--- src/rtl/multicycle_control.sv ---
// Multi-cycle MIPS control FSM: sequences fetch/decode/execute/memory/write-back
// over a single shared memory port and drives all datapath selects and enables.
module multicycle_control (
  input  logic       clk,
  input  logic       reset,
  input  logic [5:0] opcode,
  input  logic       mem_ready,
  output logic       pc_write,
  output logic       pc_write_cond,
  output logic       i_or_d,
  output logic       mem_read,
  output logic       mem_write,
  output logic       ir_write,
  output logic       reg_dst,
  output logic       mem_to_reg,
  output logic       reg_write,
  output logic       alu_src_a,
  output logic [1:0] alu_src_b,
  output logic [1:0] alu_op,
  output logic [1:0] pc_source,
  output logic       retire,
  output logic       illegal_op,
  output logic [3:0] state
);

  localparam logic [5:0] OpRtype = 6'b000000;
  localparam logic [5:0] OpLw    = 6'b100011;
  localparam logic [5:0] OpSw    = 6'b101011;
  localparam logic [5:0] OpBeq   = 6'b000100;
  localparam logic [5:0] OpJ     = 6'b000010;
  localparam logic [5:0] OpAddi  = 6'b001000;

  typedef enum logic [3:0] {
    StFetch    = 4'd0,
    StDecode   = 4'd1,
    StMemAddr  = 4'd2,
    StMemRead  = 4'd3,
    StMemWb    = 4'd4,
    StMemWrite = 4'd5,
    StExecute  = 4'd6,
    StAluWb    = 4'd7,
    StBranch   = 4'd8,
    StJump     = 4'd9,
    StAddiExec = 4'd10,
    StAddiWb   = 4'd11
  } state_e;

  state_e r_state;
  state_e w_state_next;

  always_ff @(posedge clk or posedge reset) begin
    if (reset) begin
      r_state <= StFetch;
    end else begin
      r_state <= w_state_next;
    end
  end

  assign state = r_state;

  // Reset masks every output combinationally, including the mem_ready-gated terms.
  always_comb begin
    w_state_next  = r_state;
    pc_write      = 1'b0;
    pc_write_cond = 1'b0;
    i_or_d        = 1'b0;
    mem_read      = 1'b0;
    mem_write     = 1'b0;
    ir_write      = 1'b0;
    reg_dst       = 1'b0;
    mem_to_reg    = 1'b0;
    reg_write     = 1'b0;
    alu_src_a     = 1'b0;
    alu_src_b     = 2'b00;
    alu_op        = 2'b00;
    pc_source     = 2'b00;
    retire        = 1'b0;
    illegal_op    = 1'b0;
    if (!reset) begin
      case (r_state)
        StFetch: begin
          mem_read  = 1'b1;
          alu_src_b = 2'b01;
          ir_write  = mem_ready;
          pc_write  = mem_ready;
          if (mem_ready) w_state_next = StDecode;
        end
        StDecode: begin
          alu_src_b = 2'b11;
          case (opcode)
            OpLw, OpSw: w_state_next = StMemAddr;
            OpRtype:    w_state_next = StExecute;
            OpBeq:      w_state_next = StBranch;
            OpJ:        w_state_next = StJump;
            OpAddi:     w_state_next = StAddiExec;
            default: begin
              w_state_next = StFetch;
              illegal_op   = 1'b1;
            end
          endcase
        end
        StMemAddr: begin
          alu_src_a = 1'b1;
          alu_src_b = 2'b10;
          if (opcode == OpSw) w_state_next = StMemWrite;
          else if (opcode == OpLw) w_state_next = StMemRead;
          else w_state_next = StFetch;
        end
        StMemRead: begin
          mem_read = 1'b1;
          i_or_d   = 1'b1;
          if (mem_ready) w_state_next = StMemWb;
        end
        StMemWb: begin
          mem_to_reg   = 1'b1;
          reg_write    = 1'b1;
          retire       = 1'b1;
          w_state_next = StFetch;
        end
        StMemWrite: begin
          mem_write = 1'b1;
          i_or_d    = 1'b1;
          retire    = mem_ready;
          if (mem_ready) w_state_next = StFetch;
        end
        StExecute: begin
          alu_src_a    = 1'b1;
          alu_op       = 2'b10;
          w_state_next = StAluWb;
        end
        StAluWb: begin
          reg_dst      = 1'b1;
          reg_write    = 1'b1;
          retire       = 1'b1;
          w_state_next = StFetch;
        end
        StBranch: begin
          alu_src_a     = 1'b1;
          alu_op        = 2'b01;
          pc_write_cond = 1'b1;
          pc_source     = 2'b01;
          retire        = 1'b1;
          w_state_next  = StFetch;
        end
        StJump: begin
          pc_write     = 1'b1;
          pc_source    = 2'b10;
          retire       = 1'b1;
          w_state_next = StFetch;
        end
        StAddiExec: begin
          alu_src_a    = 1'b1;
          alu_src_b    = 2'b10;
          w_state_next = StAddiWb;
        end
        StAddiWb: begin
          reg_write    = 1'b1;
          retire       = 1'b1;
          w_state_next = StFetch;
        end
        default: w_state_next = StFetch;
      endcase
    end
  end

endmodule

--- config.mk ---
export PLATFORM = sky130hd
export DESIGN_NAME = multicycle_control
export DESIGN_NICKNAME = d
export VERILOG_FILES = /design/src/rtl/multicycle_control.sv
export SDC_FILE = /design/constraint.sdc
export NUM_CORES = 1
export LEC_CHECK = 0
export CORE_MARGIN = 1
export CORE_UTILIZATION = 44
export CTS_CLUSTER_SIZE = 25
export DETAILED_ROUTE_END_ITERATION = 10
export GPL_TIMING_DRIVEN = 0
export PLACE_DENSITY = 0.94
export SYNTH_ARGS = -nofsm -noshare
export SYNTH_HDL_FRONTEND = slang
export SYNTH_SLANG_ARGS = --single-unit
export TNS_END_PERCENT = 5
--- constraint.sdc ---
create_clock -name clk -period 4 [get_ports clk]
set_input_delay 0.8 -clock clk [delete_from_list [all_inputs] [get_ports clk]]
set_output_delay 0.8 -clock clk [all_outputs]
set_load 0.02 [all_outputs]
==> results by group, run 1 <==
Status
  • Status: complete, no violations

Route
  • Via count: 930
  • Vias per std cell: 6.20
  • 1st-iter DRT viols: 49
  • # DRC: 0
  • DRT Wirelength: 2180 um
  • Drt pass-1 iters: 4
  • Routed len/inst: 14.5 um
  • Detail Route Antenna Nets: 0

STA
  • Clock skew: 0.00976 ns
  • # setup viols final: 0
  • RSZ-0062 raised after global routing: false
  • Period minus WS final: 3.51 ns
  • Total negative slack: 0 ns
  • Slew Viols, Final: 0
  • Final worst path period share: 0.879
  • Final hold vios: 0
  • Slew margin rel.: 0.659
  • Hold slack: 0.845 ns
  • Fmax achieved: 285 MHz
  • Actual slew at the worst max-slew pin: 0.507 ns

Job
  • Max-Cap Viols: 0

Placement
  • PortBufs: 30
  • DP Area: 1000 sq um
  • Placer Congestion: 0.910
  • Placed Cells: 147
  • Hpwl dp: 1670 um

Floorplan
  • Chip height: 41.3 um
  • Starting Density: 0.498
  • Die width: 41.3 um
  • Row count: 13
  • I/O pin cnt: 31
  • Total core area: 1370 sq um
  • Die area: 1710 sq um

Setup path
  • CP most frequent cell: clkdlybuf4s50_1
  • Reg2reg start: state[3]
  • CP max stage delay: 0.59 ns
  • Crit-path slowest cell: clkdlybuf4s50_1
  • Crit path kind: in2out
  • Arrival time worst endpoint: 2.71 ns
  • Critical path startpoint category: input pin
  • Critical path capture point type: output pin
  • Critical path, cell by cell: clkdlybuf4s50_1 > or2_2 > clkbuf_1 > nor3_1 > buf_4 > clkdlybuf4s50_1
  • Crit Path Max Fanout: 7
  • Crit. Startpoint: reset
  • Critical path's top delay family: buffers and inverters
  • Required @ worst endpoint: 3.20 ns
  • Bufs and invs on worst path: 4

Synthesis
  • Synth top area cells: dfrtp_1 (15%), nor2_1 (6.1%), nor3_1 (5.9%)
  • Post-synth EDFFs: 0
  • Synth area leader: dfrtp_1
  • Yosys reg bits: 4
  • Unique masters post-synth: 37
  • Syn_nets: 111
  • Sequential fraction of the synthesis area: 0.147
  • Synthesized area: 681 sq um
  • Async set-reset flop share out of synthesis: 1.00
  • Synth top area share: 0.147
  • Synth Area per Inst: 6.67 sq um
  • Top_reg_cell synth: dfrtp_1
  • Ys Warns: 0
  • Mapped Cells: 102

Final layout
  • Most frequent cells in the layout: clkdlybuf4s50_1 (30), nor2_1 (11), nor3_1 (8)
  • Post-layout util: 0.748
  • Layout cells sized above 1: 0.0963
  • Max reg flops: 4
  • Nets: 146
  • Synth-to-layout area growth: 50.2%
  • Design Area, Final: 1020 sq um
  • Final Non-Filler Cells: 150
  • Most common cell after layout, fill and taps aside: clkdlybuf4s50_1
  • Fill cells: 111
  • Diodes inserted: 0

Power
  • Clock Power Share: 0.140
  • Switching pwr: 0.170 mW
  • Peak supply drop: 0.000241 V
  • Seq pwr share: 0.145
  • Internal: 0.190 mW
  • Logic gate share of total power: 0.715
  • Pwr/cell area: 352 nW/um^2
  • Leakage: 0.400 nW
  • Switching part of the total: 0.472

Clock network
  • # hold bufs at CTS: 0
  • Clk root buf: clkbuf_4
  • H-tree depth: 1
  • CTS buffer count: 3
  • Latest clock arrival within the worst-skew pair: 0.24 ns
  • Setup bufs post-CTS: 0
  • Max Buffers Root-to-Sink: 2
  • Post-CTS sizing: 0
  • Clock transition at the registers of the reported paths: 0.04 ns
  • CTS tree: built
  • CTS Sinks: 4

Global routing
  • First-pass GRT wire length: 3350 um
  • Gr usage total: 0.296
  • Initial antenna violation count: 0
  • Congestion Overflow GR: 0
  • Largest net degree at the start of global routing: 11
  • Number of global-route vias before repair: 763

Min path
  • Start point of the worst hold path: state[2]
  • HP Class: reg2reg
## cell families (layout without fill, tap and decap cells)
group           Yosys count  count (layout)  share of synthesized area
xor+xnor                  4               4                     0.0625
simple gates             55              55                      0.434
flops                     4               4                      0.147
mux                       1               1                     0.0165
compound gates           24              24                      0.233
buf+inv                  14              47                      0.107
## cell usage after synthesis, types with 3 or more instances
| library cell | instances |
|---|---|
| nand2_1 | 6 |
| nor2b_1 | 4 |
| nor2_1 | 11 |
| clkbuf_1 | 4 |
| a21oi_1 | 6 |
| dfrtp_1 | 4 |
| and3_1 | 3 |
| buf_2 | 4 |
| nand2b_1 | 6 |
| nand3_1 | 4 |
| nor4_1 | 6 |
| inv_1 | 3 |
| o21ai_0 | 6 |
| nor3_1 | 8 |
## tightest hold or removal path, delay by kind of cell (launching register included)
family	cells	cell delay, ns
and+or+nand+nor	2	0.20
DFF	1	0.36
buffers and inverters	1	0.15
AOI/OAI and AO/OA	1	0.08
## final cells by class
type | instances | area (sq um) | share of cell area
Tap cell | 15 | 18.8 | 0.0184
Timing Repair Buffer | 30 | 300 | 0.294
Sequential cell | 4 | 100 | 0.0979
Clock buffer | 3 | 22.5 | 0.0220
Buffer | 11 | 61.3 | 0.0600
Inverter | 3 | 11.3 | 0.0110
Multi-Input combinational cell | 84 | 508 | 0.497
## final timing paths
path	endpoint	slack (ns)	depth (start not counted)
worst max register to register	state[1]	2.35	5
worst min register to register	state[3]	0.85	4
min in group asynchronous	state[2]	1.14	3
worst max-delay path	pc_source[0]	0.49	6
worst min-delay path	state[3]	0.85	4
max in group asynchronous	state[0]	2.66	3
## layer usage
| layer | track usage | wire, um | vias to the layer above |
|---|---|---|---|
| met3 | 0.0585 | 186 | 2 |
| met2 | 0.531 | 1080 | 59 |
| met5 | 0 | 0 | - |
| met4 | 0.0645 | 10 | 0 |
| li1 | - | - | 440 |
| met1 | 0.361 | 903 | 429 |
## through the flow
| step | worst slack (ns) | power [mW] |
|---|---|---|
| after floorplan | 1.17 | 0.214 |
| after global placement | 0.523 | 0.298 |
| after detailed placement | 0.484 | 0.305 |
| after CTS | 0.478 | 0.360 |
| after global routing | 0.351 | 0.389 |
| final | 0.485 | 0.360 |
## power by group through the flow
stage	sequential, mW	clock (mW)	combinational (mW)
finish	0.0522	0.0503	0.257
global route	0.0525	0.0576	0.278
CTS	0.0522	0.0532	0.254
detailed placement	0.0526	0	0.253
global placement	0.0518	0	0.246
floorplan	0.0611	0	0.153
Power figures use the tool's default switching activity.
==> run 2: changes to the inputs <==
Settings changed: CAP_MARGIN set to 20, CELL_PAD_IN_SITES_DETAIL_PLACEMENT set to 0, CELL_PAD_IN_SITES_GLOBAL_PLACEMENT set to 1, CORE_UTILIZATION 44 to 29, PLACE_DENSITY 0.94 to 0.93, TNS_END_PERCENT 5 to 30.
==> results by group, run 2 (same netlist as run 1, synthesis figures left out) <==
Route
  • DRT Wirelength: 2100 um (-3.8%)
  • Via count: 865 (-7.0%)
  • Detail Route Antenna Nets: 0 (unchanged)
  • # DRC: 0 (unchanged)
  • Vias per std cell: 5.31 (-14%)
  • Routed len/inst: 12.9 um (-11%)
  • Drt pass-1 iters: 4 (unchanged)
  • 1st-iter DRT viols: 14 (-71%)

Clock network
  • CTS buffer count: 3 (unchanged)
  • Latest clock arrival within the worst-skew pair: 0.23 ns (about the same)
  • H-tree depth: 1 (unchanged)
  • Max Buffers Root-to-Sink: 2 (unchanged)
  • Setup bufs post-CTS: 0 (unchanged)
  • Clk root buf: clkbuf_4
  • Clock transition at the registers of the reported paths: 0.04 ns (about the same)
  • CTS Sinks: 4 (unchanged)
  • Post-CTS sizing: 0 (unchanged)
  • # hold bufs at CTS: 0 (unchanged)
  • CTS tree: built

Setup path
  • CP most frequent cell: clkdlybuf4s50_1
  • Required @ worst endpoint: 3.20 ns (about the same)
  • Crit-path slowest cell: clkdlybuf4s50_1
  • CP max stage delay: 0.55 ns (-0.04 ns)
  • Critical path startpoint category: input pin
  • Crit path kind: in2out
  • Bufs and invs on worst path: 4 (unchanged)
  • Crit Path Max Fanout: 10 (+3)
  • Critical path capture point type: output pin
  • Critical path, cell by cell: clkdlybuf4s50_1 > clkbuf_1 > inv_1 > nand3_1 > nor3_1 > clkdlybuf4s50_1
  • Arrival time worst endpoint: 2.74 ns (+0.03 ns)
  • Critical path's top delay family: buffers and inverters

Placement
  • Hpwl dp: 1660 um (-0.82%)
  • Post-Place Setup Slack: 0.477 ns (-0.00636 ns)
  • PortBufs: 30 (unchanged)
  • Placer Congestion: 0.943 (+3.6%)

Floorplan
  • Die area: 2540 sq um (+49%)
  • Starting Density: 0.308 (-0.190)
  • I/O pin cnt: 31 (unchanged)
  • Chip height: 50.4 um (+22%)
  • Total core area: 2210 sq um (+62%)
  • Die width: 50.4 um (+22%)
  • Row count: 17 (+4)

STA
  • Period minus WS final: 3.54 ns (+0.0224 ns)
  • Slew Viols, Final: 0 (unchanged)
  • Actual slew at the worst max-slew pin: 0.525 ns (+0.0179 ns)
  • RSZ-0062 raised after global routing: false
  • Clock skew: 0.00169 ns (-0.00807 ns)
  • Total negative slack: 0 ns (unchanged)
  • # setup viols final: 0 (unchanged)
  • Slew margin rel.: 0.647 (-0.0120)
  • Fmax achieved: 283 MHz (-0.63%)
  • Final worst slack: 0.463 ns (-0.0224 ns)
  • Final worst path period share: 0.884 (+0.00561)
  • Final hold vios: 0 (unchanged)

Min path
  • HP Class: reg2reg

Final layout
  • Most common cell after layout, fill and taps aside: clkdlybuf4s50_1
  • Synth-to-layout area growth: 52.6%
  • Most frequent cells in the layout: clkdlybuf4s50_1 (30), nor2_1 (11), nor3_1 (8)
  • Diodes inserted: 0 (unchanged)
  • Max reg flops: 4 (unchanged)
  • Nets: 146 (unchanged)
  • Fill cells: 231 (+110%)
  • Layout cells sized above 1: 0.0963 (unchanged)

Status
  • Status: complete, no violations

Power
  • Leakage: 0.400 nW (unchanged)
  • Pwr/cell area: 340 nW/um^2 (-3.3%)
  • Peak supply drop: 0.000174 V (-28%)
  • Total Power: 0.354 mW (-1.7%)

Global routing
  • Number of global-route vias before repair: 758 (-0.66%)
  • Congestion Overflow GR: 0 (unchanged)
  • First-pass GRT wire length: 3410 um (+1.6%)
  • Initial antenna violation count: 0 (unchanged)
  • Gr usage total: 0.172 (-0.124)
  • Largest net degree at the start of global routing: 11 (unchanged)

Job
  • Max-Cap Viols: 0 (unchanged)
run 2: cell counts in the layout (fill, tap and decap cells not counted):
Identical to the previous run, type by type.
run 2: area by class of cell:
class	instances	area, sq um	area share
well taps	28	35.0	0.0337
repair buffers	30	300	0.289
multi-input cells	84	508	0.489
inverters	3	11.3	0.0108
clock buffers	3	22.5	0.0217
flip-flops and latches	4	100	0.0964
plain buffers	11	61.3	0.0590
run 2: layer usage:
layer	global-route usage	wire length [um]	vias to the layer above	part of all wire
li1	-	-	436	-
met1	0.222	921	394	0.44
met2	0.307	1050	33	0.50
met3	0.0212	99	2	0.047
met4	0.0324	19	0	0.0091
met5	0	0	-	0
run 2: where the power goes:
part	switching (mW)	internal [mW]	total, mW
sequential	0.00371	0.0479	0.0516
clock	0.0136	0.0334	0.0470
combinational	0.146	0.109	0.255
total	0.164	0.190	0.354
run 2: stage by stage:
stage / hold WS [ns] / instance area [sq um] / instances / utilization
global placement: 0.802 / 1020 / 160 / 0.459
floorplan: 0.787 / 681 / 102 / -
CTS: 0.799 / 1040 / 163 / 0.469
detailed placement: 0.793 / 1020 / 160 / 0.459
global route: 0.855 / 1040 / 163 / 0.469
finish: 0.805 / 1040 / 163 / 0.469
run 2: worst register-to-register path: stages, from the launching register on:
cell	delay, ns
dfrtp_1	0.38
buf_6	0.14
nor2b_1	0.32
a311o_1	0.32
mux2_1	0.34
run 2: final timing paths:
check                      slack, ns  startpoint        end  depth (start not counted)
max                             0.46       reset  mem_write                          6
min                             0.81    state[2]   state[3]                          4
max reg2reg                     2.38    state[2]   state[0]                          4
min reg2reg                     0.81    state[2]   state[3]                          4
max in group asynchronous       2.64       reset   state[0]                          3
min in group asynchronous       1.17       reset   state[1]                          3
==> run 3: changes to the inputs <==
Settings changed: CORE_UTILIZATION 29 to 27, PLACE_DENSITY 0.93 to 0.77.
Clock period 4 ns to 3.61 ns, I/O delays scaled along.
==> results by group, run 3 (same netlist as run 1, synthesis figures left out) <==
Clock network
  • Clock transition at the registers of the reported paths: 0.04 ns (about the same)
  • Setup bufs post-CTS: 0 (unchanged)
  • Max Buffers Root-to-Sink: 2 (unchanged)
  • Clk root buf: clkbuf_4
  • Post-CTS sizing: 0 (unchanged)
  • Latest clock arrival within the worst-skew pair: 0.24 ns (about the same)
  • CTS buffer count: 3 (unchanged)
  • CTS tree: built
  • CTS Sinks: 4 (unchanged)
  • # hold bufs at CTS: 0 (unchanged)
  • H-tree depth: 1 (unchanged)

Route
  • DRT Wirelength: 2220 um (+6.2%)
  • Drt pass-1 iters: 4 (unchanged)
  • Routed len/inst: 13.6 um (+6.2%)
  • Via count: 894 (+3.4%)
  • # DRC: 0 (unchanged)
  • 1st-iter DRT viols: 19 (+5)
  • Vias per std cell: 5.48 (+3.4%)
  • Detail Route Antenna Nets: 0 (unchanged)

Placement
  • Placer Congestion: 0.820 (-13%)
  • PortBufs: 30 (unchanged)
  • Placed Cells: 160 (unchanged)
  • Hpwl dp: 1700 um (+2.4%)
  • DP Area: 1020 sq um (unchanged)
  • Post-Place Setup Slack: 0.187 ns (-0.290 ns)

Floorplan
  • Chip height: 52.2 um (+3.5%)
  • Row count: 17 (unchanged)
  • Starting Density: 0.296 (-0.0114)
  • Die width: 52.2 um (+3.5%)
  • I/O pin cnt: 31 (unchanged)
  • Die area: 2730 sq um (+7.1%)
  • Total core area: 2300 sq um (+3.8%)

Global routing
  • Largest net degree at the start of global routing: 11 (unchanged)
  • Gr usage total: 0.171 (-0.000954)
  • Initial antenna violation count: 0 (unchanged)
  • First-pass GRT wire length: 3470 um (+1.8%)
  • Congestion Overflow GR: 0 (unchanged)
  • Number of global-route vias before repair: 768 (+1.3%)

STA
  • # setup viols final: 0 (unchanged)
  • Total negative slack: 0 ns (unchanged)
  • Fmax achieved: 290 MHz
  • Slew margin rel.: 0.654 (+0.00744)
  • Period minus WS final: 3.45 ns
  • Slew Viols, Final: 0 (unchanged)
  • Final worst path period share: 0.956
  • Hold slack: 0.818 ns (+0.0130 ns)
  • Final hold vios: 0 (unchanged)
  • RSZ-0062 raised after global routing: false
  • Final worst slack: 0.158 ns (-0.305 ns)
  • Actual slew at the worst max-slew pin: 0.514 ns (-0.0111 ns)
  • Clock skew: 0.00261 ns (+0.000912 ns)

Final layout
  • Diodes inserted: 0 (unchanged)
  • Final Non-Filler Cells: 163 (unchanged)
  • Synth-to-layout area growth: 52.6% (unchanged)
  • Design Area, Final: 1040 sq um (unchanged)
  • Post-layout util: 0.452 (-0.0174)
  • Most frequent cells in the layout: clkdlybuf4s50_1 (30), nor2_1 (11), nor3_1 (8)
  • Nets: 146 (unchanged)
  • Most common cell after layout, fill and taps aside: clkdlybuf4s50_1
  • Layout cells sized above 1: 0.0963 (unchanged)
  • Max reg flops: 4 (unchanged)

Power
  • Leakage: 0.400 nW (unchanged)
  • Total Power: 0.399 mW (+13%)
  • Pwr/cell area: 384 nW/um^2 (+13%)
  • Peak supply drop: 0.000202 V (+16%)

Job
  • Max-Cap Viols: 0 (unchanged)

Setup path
  • CP most frequent cell: clkdlybuf4s50_1
  • Crit-path slowest cell: clkdlybuf4s50_1
  • Critical path, cell by cell: clkdlybuf4s50_1 > clkbuf_1 > inv_1 > nand3_1 > nor3_1 > clkdlybuf4s50_1
  • Critical path capture point type: output pin
  • Arrival time worst endpoint: 2.73 ns (about the same)
  • Crit Path Max Fanout: 10 (unchanged)
  • Required @ worst endpoint: 2.89 ns (-0.31 ns)
  • Critical path startpoint category: input pin
  • Crit path kind: in2out
  • CP max stage delay: 0.56 ns (about the same)

Status
  • Status: complete, no violations

Min path
  • HP Class: reg2reg
run 3: cell counts in the layout (fill, tap and decap cells not counted):
No cell type changed its count.
run 3: power breakdown:
group | switching (mW) | total (mW) | leakage (nW) | internal (mW)
logic | 0.164 | 0.284 | 0.332 | 0.120
clock network | 0.0199 | 0.0571 | 0.0138 | 0.0373
registers | 0.00456 | 0.0576 | 0.0535 | 0.0530
total | 0.188 | 0.399 | 0.400 | 0.211
run 3: worst paths after layout:
kind	start	end	slack, ns	cells past startpoint
setup / recovery	reset	mem_write	0.16	6
hold / removal	state[2]	state[3]	0.82	4
setup reg to reg	state[0]	state[0]	2.00	4
hold reg to reg	state[2]	state[3]	0.82	4
max in group asynchronous	reset	state[0]	2.27	3
min in group asynchronous	reset	state[1]	1.14	3
run 3: final cells by class:
| class | instances | area [sq um] |
|---|---|---|
| timing repair buffer | 30 | 300 |
| sequential | 4 | 100 |
| fill | 249 | 1260 |
| buffer | 11 | 61.3 |
| multi-input combinational | 84 | 508 |
| inverter | 3 | 11.3 |
| tap | 28 | 35.0 |
| clock buffer | 3 | 22.5 |
run 3: critical path, delay by kind of cell:
| family | cells | cell delay, ns |
|---|---|---|
| buffers and inverters | 4 | 1.77 |
| AND/OR/NAND/NOR | 2 | 0.23 |
run 3: routing by layer:
metal  vias up  global-route usage  part of all wire  routed length (um)
li1        441                   -                 -                   -
met1       426               0.237              0.46                1020
met2        24               0.274              0.48                1060
met3         3              0.0232             0.054                 121
met4         0              0.0526             0.010                  23
met5         -                   0                 0                   0
